### config.mk
export PLATFORM = sky130hd
export DESIGN_NAME = blake2_seq
export DESIGN_NICKNAME = d
export VERILOG_FILES = /design/src/rtl/blake2_seq_pkg.sv /design/src/rtl/blake2_seq_wdog.sv /design/src/rtl/blake2_seq.sv
export SDC_FILE = /design/constraint.sdc
export NUM_CORES = 1
export LEC_CHECK = 0
export ABC_AREA = 0
export BUFFER_PORTS_ARGS = -buffer_cell sky130_fd_sc_hd__buf_2
export CAP_MARGIN = 20
export CORE_ASPECT_RATIO = 0.6
export CORE_MARGIN = 2
export CORE_UTILIZATION = 45
export CTS_CLUSTER_SIZE = 40
export DETAILED_ROUTE_END_ITERATION = 7
export PLACE_DENSITY = 0.69
export SLEW_MARGIN = 20
export SYNTH_ARGS = -nofsm -noshare
export SYNTH_HDL_FRONTEND = slang
export SYNTH_SLANG_ARGS = --single-unit
### constraint.sdc
create_clock -name clk -period 3.1 [get_ports clk]
set_input_delay 0.155 -clock clk [delete_from_list [all_inputs] [get_ports clk]]
set_output_delay 0.155 -clock clk [all_outputs]
set_load 0.03 [all_outputs]
### src/rtl/blake2_seq_pkg.sv
// Shared definitions for the BLAKE2s bus sequencer.
//   state_t      : sequencer FSM states
//   cmd_t        : core_ctrl_o command codes (low two bits of the ctrl bus)
//   BLOCK_B_DFLT : default block size in bytes for BLAKE2s
package blake2_seq_pkg;

  localparam int BLOCK_B_DFLT = 64;

  typedef enum logic [2:0] {
    S_IDLE,
    S_CFG,
    S_WAIT_RDY,
    S_BLK,
    S_HASH
  } state_t;

  typedef enum logic [1:0] {
    CMD_CFG   = 2'b00,
    CMD_DATA  = 2'b01,
    CMD_LAST  = 2'b10,  // last byte of a non-final block
    CMD_FINAL = 2'b11   // last byte of the final block
  } cmd_t;

endpackage

### src/rtl/blake2_seq_wdog.sv
// Watchdog counter for the BLAKE2s sequencer (built only with BLAKE2_SEQ_TIMEOUT_EN).
// Ports:
//   clk, rst_n : clock, synchronous active-low reset
//   run        : sequencer is in a state that can stall on the core
//   kick       : forward progress this cycle; restarts the count
//   expired    : count saturated while still waiting with no progress
module blake2_seq_wdog #(
  parameter int TO_W = 16
) (
  input  logic clk,
  input  logic rst_n,
  input  logic run,
  input  logic kick,
  output logic expired
);

  logic [TO_W-1:0] cnt;

  // Leaving the watched states clears the count, so every entry starts from zero.
  always_ff @(posedge clk) begin
    if (!rst_n)              cnt <= '0;
    else if (!run || kick)   cnt <= '0;
    else if (cnt != '1)      cnt <= cnt + TO_W'(1);
  end

  assign expired = run && !kick && (cnt == '1);

endmodule

### src/rtl/blake2_seq.sv
// BLAKE2s bus sequencer: turns a start command plus a key/message byte stream into
// config bytes and zero-padded 64-byte blocks for the hash core, then returns the digest.
// Optional watchdog: define BLAKE2_SEQ_TIMEOUT_EN to abort stalls in WAIT_RDY/HASH.
// Ports:
//   clk, rst_n                 : clock, synchronous active-low reset
//   start_i, cfg_kk/nn/ll_i    : start pulse and transfer config (sampled at start)
//   s_valid_i/s_data_i/s_ready_o : key-then-message byte stream
//   core_data_o, core_ctrl_o   : byte and {valid, cmd} to the core
//   core_ready_i               : core can take the next block
//   core_hash_v_i, core_hash_i : digest bytes from the core
//   h_valid_o/h_data_o/h_last_o : digest byte stream out (no backpressure)
//   busy_o, err_o              : transfer in progress, sticky watchdog error
module blake2_seq
  import blake2_seq_pkg::*;
#(
  parameter int BLOCK_B = BLOCK_B_DFLT,
  parameter int LL_B    = 4,
  parameter int TO_W    = 16
) (
  input  logic              clk,
  input  logic              rst_n,
  input  logic              start_i,
  input  logic [5:0]        cfg_kk_i,
  input  logic [5:0]        cfg_nn_i,
  input  logic [8*LL_B-1:0] cfg_ll_i,
  input  logic              s_valid_i,
  input  logic [7:0]        s_data_i,
  output logic              s_ready_o,
  output logic [7:0]        core_data_o,
  output logic [2:0]        core_ctrl_o,
  input  logic              core_ready_i,
  input  logic              core_hash_v_i,
  input  logic [7:0]        core_hash_i,
  output logic              h_valid_o,
  output logic [7:0]        h_data_o,
  output logic              h_last_o,
  output logic              busy_o,
  output logic              err_o
);

  localparam int LW = 8 * LL_B;
  localparam int IW = $clog2(BLOCK_B + LL_B + 2);
  localparam logic [IW-1:0] IDX_LAST = IW'(BLOCK_B - 1);
  localparam logic [IW-1:0] CFG_LAST = IW'(LL_B + 1);

  state_t          state, state_n;
  logic [IW-1:0]   idx, idx_n;          // byte index in CFG and BLK
  logic [5:0]      key_rem, key_rem_n;  // key bytes still to send
  logic [LW-1:0]   msg_rem, msg_rem_n;  // message bytes still to send
  logic [5:0]      nn, nn_n;
  logic [5:0]      h_cnt, h_cnt_n;
  logic            key_blk, key_blk_n;  // current/next block carries the key
  logic            final_blk, final_n;
  logic            s_ready_n, hv_n, hl_n, busy_n;
  logic [7:0]      cdata_n, hd_n;
  logic [2:0]      cctrl_n;
  logic            seg_live, send, to_hit;

  // NOTE: every variable written here gets a default first so no latch is inferred.
  always_comb begin
    state_n   = state;
    idx_n     = idx;
    key_rem_n = key_rem;
    msg_rem_n = msg_rem;
    nn_n      = nn;
    h_cnt_n   = h_cnt;
    key_blk_n = key_blk;
    final_n   = final_blk;
    cdata_n   = '0;
    cctrl_n   = '0;
    hv_n      = 1'b0;
    hd_n      = '0;
    hl_n      = 1'b0;
    seg_live  = key_blk ? (key_rem != '0) : (msg_rem != '0);
    send      = !seg_live || (s_valid_i && s_ready_o);

    case (state)
      S_IDLE: begin
        // busy_o stays high through the h_last_o cycle, which also blocks a restart there.
        if (start_i && !busy_o) begin
          state_n   = S_CFG;
          idx_n     = '0;
          key_rem_n = cfg_kk_i;
          nn_n      = cfg_nn_i;
          msg_rem_n = cfg_ll_i;
          key_blk_n = (cfg_kk_i != '0);
          h_cnt_n   = '0;
        end
      end
      S_CFG: begin
        cctrl_n = {1'b1, CMD_CFG};
        if (idx == '0)             cdata_n = {2'b00, key_rem};
        else if (idx == IW'(1))    cdata_n = {2'b00, nn};
        else                       cdata_n = 8'(msg_rem >> {idx - IW'(2), 3'b000});
        if (idx == CFG_LAST) begin
          state_n = S_WAIT_RDY;
          idx_n   = '0;
        end else begin
          idx_n = idx + IW'(1);
        end
      end
      S_WAIT_RDY: begin
        if (core_ready_i) begin
          state_n = S_BLK;
          idx_n   = '0;
          // The key block is final only with an empty message; a message block is
          // final once what is left fits in it (covers the kk=0, ll=0 empty block).
          final_n = key_blk ? (msg_rem == '0) : (msg_rem <= LW'(BLOCK_B));
        end
      end
      S_BLK: begin
        if (send) begin
          cdata_n = seg_live ? s_data_i : 8'h00;
          if (seg_live && key_blk)  key_rem_n = key_rem - 6'd1;
          if (seg_live && !key_blk) msg_rem_n = msg_rem - LW'(1);
          if (idx == IDX_LAST) begin
            cctrl_n   = {1'b1, final_blk ? CMD_FINAL : CMD_LAST};
            idx_n     = '0;
            key_blk_n = 1'b0;
            state_n   = final_blk ? S_HASH : S_WAIT_RDY;
          end else begin
            cctrl_n = {1'b1, CMD_DATA};
            idx_n   = idx + IW'(1);
          end
        end
      end
      S_HASH: begin
        if (core_hash_v_i) begin
          hv_n = 1'b1;
          hd_n = core_hash_i;
          if (h_cnt == nn - 6'd1) begin
            hl_n    = 1'b1;
            state_n = S_IDLE;
          end else begin
            h_cnt_n = h_cnt + 6'd1;
          end
        end
      end
      default: state_n = S_IDLE;
    endcase

    if (to_hit) state_n = S_IDLE;

    // Outputs are registered, so the stream handshake is decided from next-cycle state.
    s_ready_n = (state_n == S_BLK) && (key_blk_n ? (key_rem_n != '0) : (msg_rem_n != '0));
    busy_n    = (state_n != S_IDLE) || hl_n;
  end

  // NOTE: sequential state uses non-blocking assignments so all flops update together.
  always_ff @(posedge clk) begin
    if (!rst_n) begin
      state       <= S_IDLE;
      idx         <= '0;
      key_rem     <= '0;
      msg_rem     <= '0;
      nn          <= '0;
      h_cnt       <= '0;
      key_blk     <= 1'b0;
      final_blk   <= 1'b0;
      s_ready_o   <= 1'b0;
      core_data_o <= '0;
      core_ctrl_o <= '0;
      h_valid_o   <= 1'b0;
      h_data_o    <= '0;
      h_last_o    <= 1'b0;
      busy_o      <= 1'b0;
    end else begin
      state       <= state_n;
      idx         <= idx_n;
      key_rem     <= key_rem_n;
      msg_rem     <= msg_rem_n;
      nn          <= nn_n;
      h_cnt       <= h_cnt_n;
      key_blk     <= key_blk_n;
      final_blk   <= final_n;
      s_ready_o   <= s_ready_n;
      core_data_o <= cdata_n;
      core_ctrl_o <= cctrl_n;
      h_valid_o   <= hv_n;
      h_data_o    <= hd_n;
      h_last_o    <= hl_n;
      busy_o      <= busy_n;
    end
  end

`ifdef BLAKE2_SEQ_TIMEOUT_EN
  logic wd_run, wd_kick;

  assign wd_run  = (state == S_WAIT_RDY) || (state == S_HASH);
  assign wd_kick = ((state == S_WAIT_RDY) && core_ready_i) ||
                   ((state == S_HASH) && core_hash_v_i);

  blake2_seq_wdog #(.TO_W(TO_W)) u_wdog (
    .clk     (clk),
    .rst_n   (rst_n),
    .run     (wd_run),
    .kick    (wd_kick),
    .expired (to_hit)
  );

  always_ff @(posedge clk) begin
    if (!rst_n)      err_o <= 1'b0;
    else if (to_hit) err_o <= 1'b1;
  end
`else
  assign to_hit = 1'b0;
  assign err_o  = 1'b0;
`endif

endmodule

## Yosys cells after proc, flatten, opt, wreduce, memory -nomap -nowiden

Index checks and enable logic that the tools add are counted.
W data, S select, Z words.

- Bits in registers: 85
- Input bits: 66
- Output and inout port bits: 24
- Word-level logic and storage cells: 111

- Add/subtract/negate cells: 6
- Magnitude comparators: 1
- Eq/ne operators: 14
- Shifts and indexed selects: 1
- Mux-type cells: 47
- Reduce and logical (&&, ||, !) cells: 27

Operators by type and width:

| operator | count |
|---|---|
| $mux W32 | 3 |
| $pmux W32 S2 | 1 |
| $reduce_bool A32 Y1 | 2 |
| $mux W6 | 6 |
| $mux W7 | 5 |
| $le A32 B7 Y1 const B | 1 |
| $logic_not A32 Y1 | 1 |
| $mux W8 | 4 |
| $shr A32 B10 Y8 | 1 |
| $sub A32 B1 Y32 const B | 1 |
| $pmux W7 S4 | 1 |
| $mux W3 | 9 |
| $pmux W6 S2 | 2 |
| $reduce_bool A6 Y1 | 3 |
| $pmux W8 S2 | 1 |
| $pmux W3 S5 | 1 |
| $sub A6 B1 Y6 const B | 2 |
| $mux W1 | 11 |
| $ne A2 B2 Y1 const B | 5 |
| $eq A3 B2 Y1 const B | 3 |
| $reduce_and A4 Y1 | 2 |
| $add A7 B1 Y7 const B | 1 |
| $eq A7 B1 Y1 const B | 1 |
| $eq A7 B3 Y1 const B | 1 |
| 19 further kinds | 28 |

## Depth between registers and ports, before layout

- Depth in word-level cells: 9
- Gate-level depth with buffers: 12

## Least setup slack after synthesis

No wires, ideal clock.

- Kind: register to register
- From: register msg_rem[16]
- To: register idx[4]
- Arrival time: 2,897 ps
- Data required time: 3,030 ps
- Slack: 133 ps
- Stages on the path, launching flop included: 12
- Path buffers: 3
- Cells stage by stage: dfxtp_1 > buf_2 > nor4_2 > nand4_2 > or4_4 > buf_6 > o21a_4 > a21o_1 > a211o_1 > buf_6 > or4_1 > a21boi_1

- Cells in the longest elaborated chain, start to end: 6

Ends and longest elaborated chain:

| element | line | source |
|---|---|---|
| start: declaration | blake2_seq.sv:49 | `logic [LW-1:0] msg_rem, msg_rem_n;` |
| start signal: assignment | blake2_seq.sv:171 | `msg_rem <= msg_rem_n;` |
| $reduce_bool A32 Y1 | blake2_seq.sv:74 | `seg_live = key_blk ? (key_rem != '0) : (msg_rem != '0);` |
| $mux W1 | blake2_seq.sv:74 |  |
| $logic_not A1 Y1 | blake2_seq.sv:75 | `send = !seg_live \|\| (s_valid_i && s_ready_o);` |
| $logic_or A1 B1 Y1 | blake2_seq.sv:75 |  |
| $ne A2 B2 Y1 (no line) | -- |  |
| $reduce_and A4 Y1 (no line) | -- |  |
| end signal: assignment | blake2_seq.sv:169 | `idx <= idx_n;` |
| end: declaration | blake2_seq.sv:47 | `logic [IW-1:0] idx, idx_n;` |

No other way between the ends.
A chain may end at the register's enable or synchronous reset.

## Worst setup path after layout

- From: register msg_rem[3]
- To: register idx[5]

The elaborated chain is that of the path after synthesis.

==> summary.txt <==
Synth
  – Ranking of synthesized cells by area: dfxtp_1 32%, nand2_1 5.9%, a21oi_1 4.0%, and2_1 3.5%, mux4_2 3.4%
  – Async SR Flop Fraction: 0%
  – Synth top area share: a little under a third
  – Synthesized cell area: approximately 5300 um2
  – Synth Net Count: 748
  – Post-synthesis cell type count: 62
  – EDFF count, synth: 0
  – Leading area contributor after synthesis: dfxtp_1
  – Sequential share of the synthesized area: a little under a third
  – Post-Synthesis Cells: around 670
  – Synthesis Warnings: 0
  – Post-synth top flop: dfxtp_1
  – Mapped Avg Cell Area: around 8 um2
  – FF+latch count, synth: between 80 and 90

Routing
  – WL met1: ~10 mm
  – Drc violations: 0
  – Routed wl met3: approximately 3.5 mm
  – Starting DRT DRC Count: 815
  – Detail Route met2 WL: roughly 8 mm
  – Routed via count: between 6,000 and 7,000
  – Drt wl/cell: around 22 um
  – Total Wirelength: approximately 22 mm
  – Final ANT Viol Nets: 0
  – Uppermost layer routed: met4
  – DR pass1 iterations: 6
  – Via density: between 6 and 7

Final layout
  – Synthesis-to-finish area growth: 32.5%
  – Filler Cell Count: between 1,000 and 1,500
  – Post-route cell area: 7070 um2
  – Antenna cells: 0
  – Nets: a little over 900
  – Share of layout cells above drive strength 1: around 30%

Clock tree
  – CTS tree: built
  – Clock Sinks: 85
  – Root Buffer: clkbuf_16
  – Total CTS buffers: 9
  – Worst-path clk slew: about 70 ps
  – H-Tree Depth: 3
  – Skew-Pair Late Insertion Delay: roughly 350 ps
  – Clock buffer depth: 2

Power and ir drop
  – Pleak: 2.87 nW
  – Pwr dens: between 400 and 500 nW/um2
  – Maximum VDD drop: ~0.32 mV

Min path
  – Hold path cells: 2
  – Worst hold path endpoint: h_data_o[3]
  – Hold_sp: core_hash_i[3]
  – Hold WC Path Type: in2reg

Global routing
  – Global-route wire length before repair: about 32 mm
  – Total GRT Usage: 34.7%
  – Initial antenna violation count: 0
  – Pin count of the biggest net entering global routing: 62
  – Vias in the first global route: about 5,700
  – Congestion Overflow GR: 0

STA
  – Fmax: between 0.3 and 0.4 GHz
  – Fin. Hold Viols: 0
  – Fin crit share: 98.6%
  – Crit path time final: roughly 3000 ps
  – Setup-failing EPs final: 0
  – Slew headroom: a little under two fifths
  – Final Max Tran Viols: 0
  – Clock Skew: approximately 9.3 ps
  – Worst-margin pin slew: 926 ps
  – Hold slack: between 7 and 8 ps

Worst setup path
  – Critical Path RT: between 3000 and 4000 ps
  – Crit path DAT: ~3400 ps
  – CP startpoint kind: flip-flop
  – R2R Setup Slk: about 44 ps
  – Max incr delay on CP: between 500 and 600 ps
  – Worst path bufs/invs: 1
  – Reg2reg path depth: 10
  – CP cell instances: nor2_1 -> nand3_1 -> buf_4 -> or4_4 -> o21a_4 -> a21o_1 -> a211o_1 -> or2_1 -> o41ai_1 -> and2_1
  – Critical R2R Launch: msg_rem[3]
  – Critical path endpoint category: flip-flop
  – Crit Path Category: reg2reg
  – Crit Path Max Fanout: 10
  – Slowest-stage cell, CP: or4_4
  – Worst reg2reg endpoint: idx[5]
  – Top Family by Delay on Critical Path: simple AND/OR/NAND/NOR gates
  – CP Depth: 10

Placement
  – Detailed placement HPWL: approximately 17 mm
  – PortBufs: 88
  – GP Congestion: 1.03
  – Post-DP Area: approximately 6600 um2

Floorplan
  – Core area: approximately 11,000 um2
  – Initial Util: roughly 47%
  – FP Rows: 30
  – Die footprint: between 10,000 and 15,000 um2
  – Die Width: ~140 um
  – IO Pins: 90
  – Die Span Y: between 80 and 90 um

Status
  – Status: completed

Run
  – Max Cap Viol: 0
-- Yosys cell counts, types with 5 or more instances --
cell / n
a211o_1: 7
a21boi_0: 15
a21oi_1: 43
a221oi_1: 6
a22oi_1: 15
a31oi_1: 11
and2_1: 30
and3_1: 6
clkbuf_1: 34
dfxtp_1: 85
ha_1: 10
inv_1: 17
mux4_2: 8
nand2_1: 84
nand2b_1: 6
nand3_1: 22
nand3b_1: 6
nand4_1: 18
nand4b_1: 6
nor2_1: 44
nor2b_1: 24
nor3_1: 23
nor4_1: 14
nor4b_1: 5
o211ai_1: 7
o21ai_0: 25
or3_1: 9
or4_1: 5
xnor2_1: 13
-- layer usage --
layer / track usage (%) / up-vias
li1: - / 2812
met5: 0 / -
met4: 7.15 / 0
met1: 51.6 / 2892
met2: 44.1 / 415
met3: 17.2 / 32
-- cell usage in the layout (no fill, tap or decap), types with 7 or more instances in the layout --
cell type	Yosys	final
a211o_1	7	7
a21boi_0	15	13
a21oi_1	43	42
a22oi_1	15	15
a31oi_1	11	9
and2_1	30	30
buf_2	1	88
buf_4	1	108
clkbuf_16	0	9
dfxtp_1	85	83
ha_1	10	8
inv_1	17	17
mux4_2	8	8
nand2_1	84	84
nand3_1	22	21
nand4_1	18	18
nor2_1	44	43
nor2b_1	24	24
nor3_1	23	20
nor4_1	14	11
o211ai_1	7	7
o21ai_0	25	22
or3_1	9	9
xnor2_1	13	13
-- timing repair --
item	in CTS	in global routing
endpoints found under the setup margin	1	7
gates resized for setup	2	31
hold endpoints to repair	0	0
setup buffers	0	9
cloned	0	0
pin swaps	0	13
hold buffers	0	0
-- how the worst max path moves through the flow --
| stage | start | endpoint |
|---|---|---|
| 2_1_floorplan | msg_rem[16] | idx[4] |
| 3_3_place_gp | state[1] | s_ready_o |
| 3_5_place_dp | key_rem[0] | s_ready_o |
| 4_1_cts | key_rem[0] | idx[5] |
| 5_1_grt | msg_rem[0] | idx[5] |
| 6_report | msg_rem[3] | idx[5] |
-- cell type report --
type	count	area, um2	area share, %
multi-input cells	529	3530	50.0
flip-flops and latches	85	1700	24.1
repair buffers	198	1280	18.2
clock buffers	10	229	3.24
well taps	160	200	2.83
inverters	17	63.8	0.903
clock inverters	6	55.1	0.779
-- sequential cells by signal (all words and copies together) (netlist names) --
signal / cells
h_cnt: 6
h_valid_o: 1
core_data_o: 8
final_blk: 1
msg_rem: 32
h_last_o: 1
nn: 6
idx: 7
h_data_o: 8
state: 3
s_ready_o: 1
key_blk: 1
key_rem: 6
busy_o: 1
core_ctrl_o: 3
-- cell families (layout without fill, tap and decap cells) --
family / Yosys count / after routing / share of synthesized area, %
AND/OR/NAND/NOR: 323 / 323 / 33.4
AO/OA/AOI/OAI: 166 / 166 / 20.9
flip-flops: 85 / 85 / 31.9
buffers and inverters: 58 / 231 / 4.46
XOR/XNOR: 17 / 17 / 2.79
multiplexers: 12 / 12 / 4.13
adder cells (fa/ha/maj): 10 / 10 / 2.35
other: 1 / 1 / 0.0703
-- worst register-to-register path: cells and delay by family, from the launching register on --
family	cells	cell delay, ps
AND/OR/NAND/NOR	5	1440
AO/OA/AOI/OAI	4	1020
flip-flops	1	380
buffers and inverters	1	170
-- power breakdown --
group	total [W]	switching, W	internal [W]
clock network	0.00106	0.000497	0.000560
logic	0.00106	0.000611	0.000454
registers	0.00121	0.0000632	0.00114
-- through the flow --
step | power, W | setup slack [ps] | TNS (ps) | std cells | utilization, %
floorplan | 0.00172 | 133 | 0 | 672 | -
global placement | 0.00219 | -11.8 | -11.8 | 980 | 57.6
detailed placement | 0.00219 | -111 | -111 | 980 | 57.6
CTS | 0.00323 | 8.80 | 0 | 996 | 60.1
global route | 0.00344 | -1.35 | -1.63 | 1005 | 61.9
finish | 0.00333 | 44.0 | 0 | 1005 | 61.9
No activity file was read; power rests on OpenSTA's default activity.
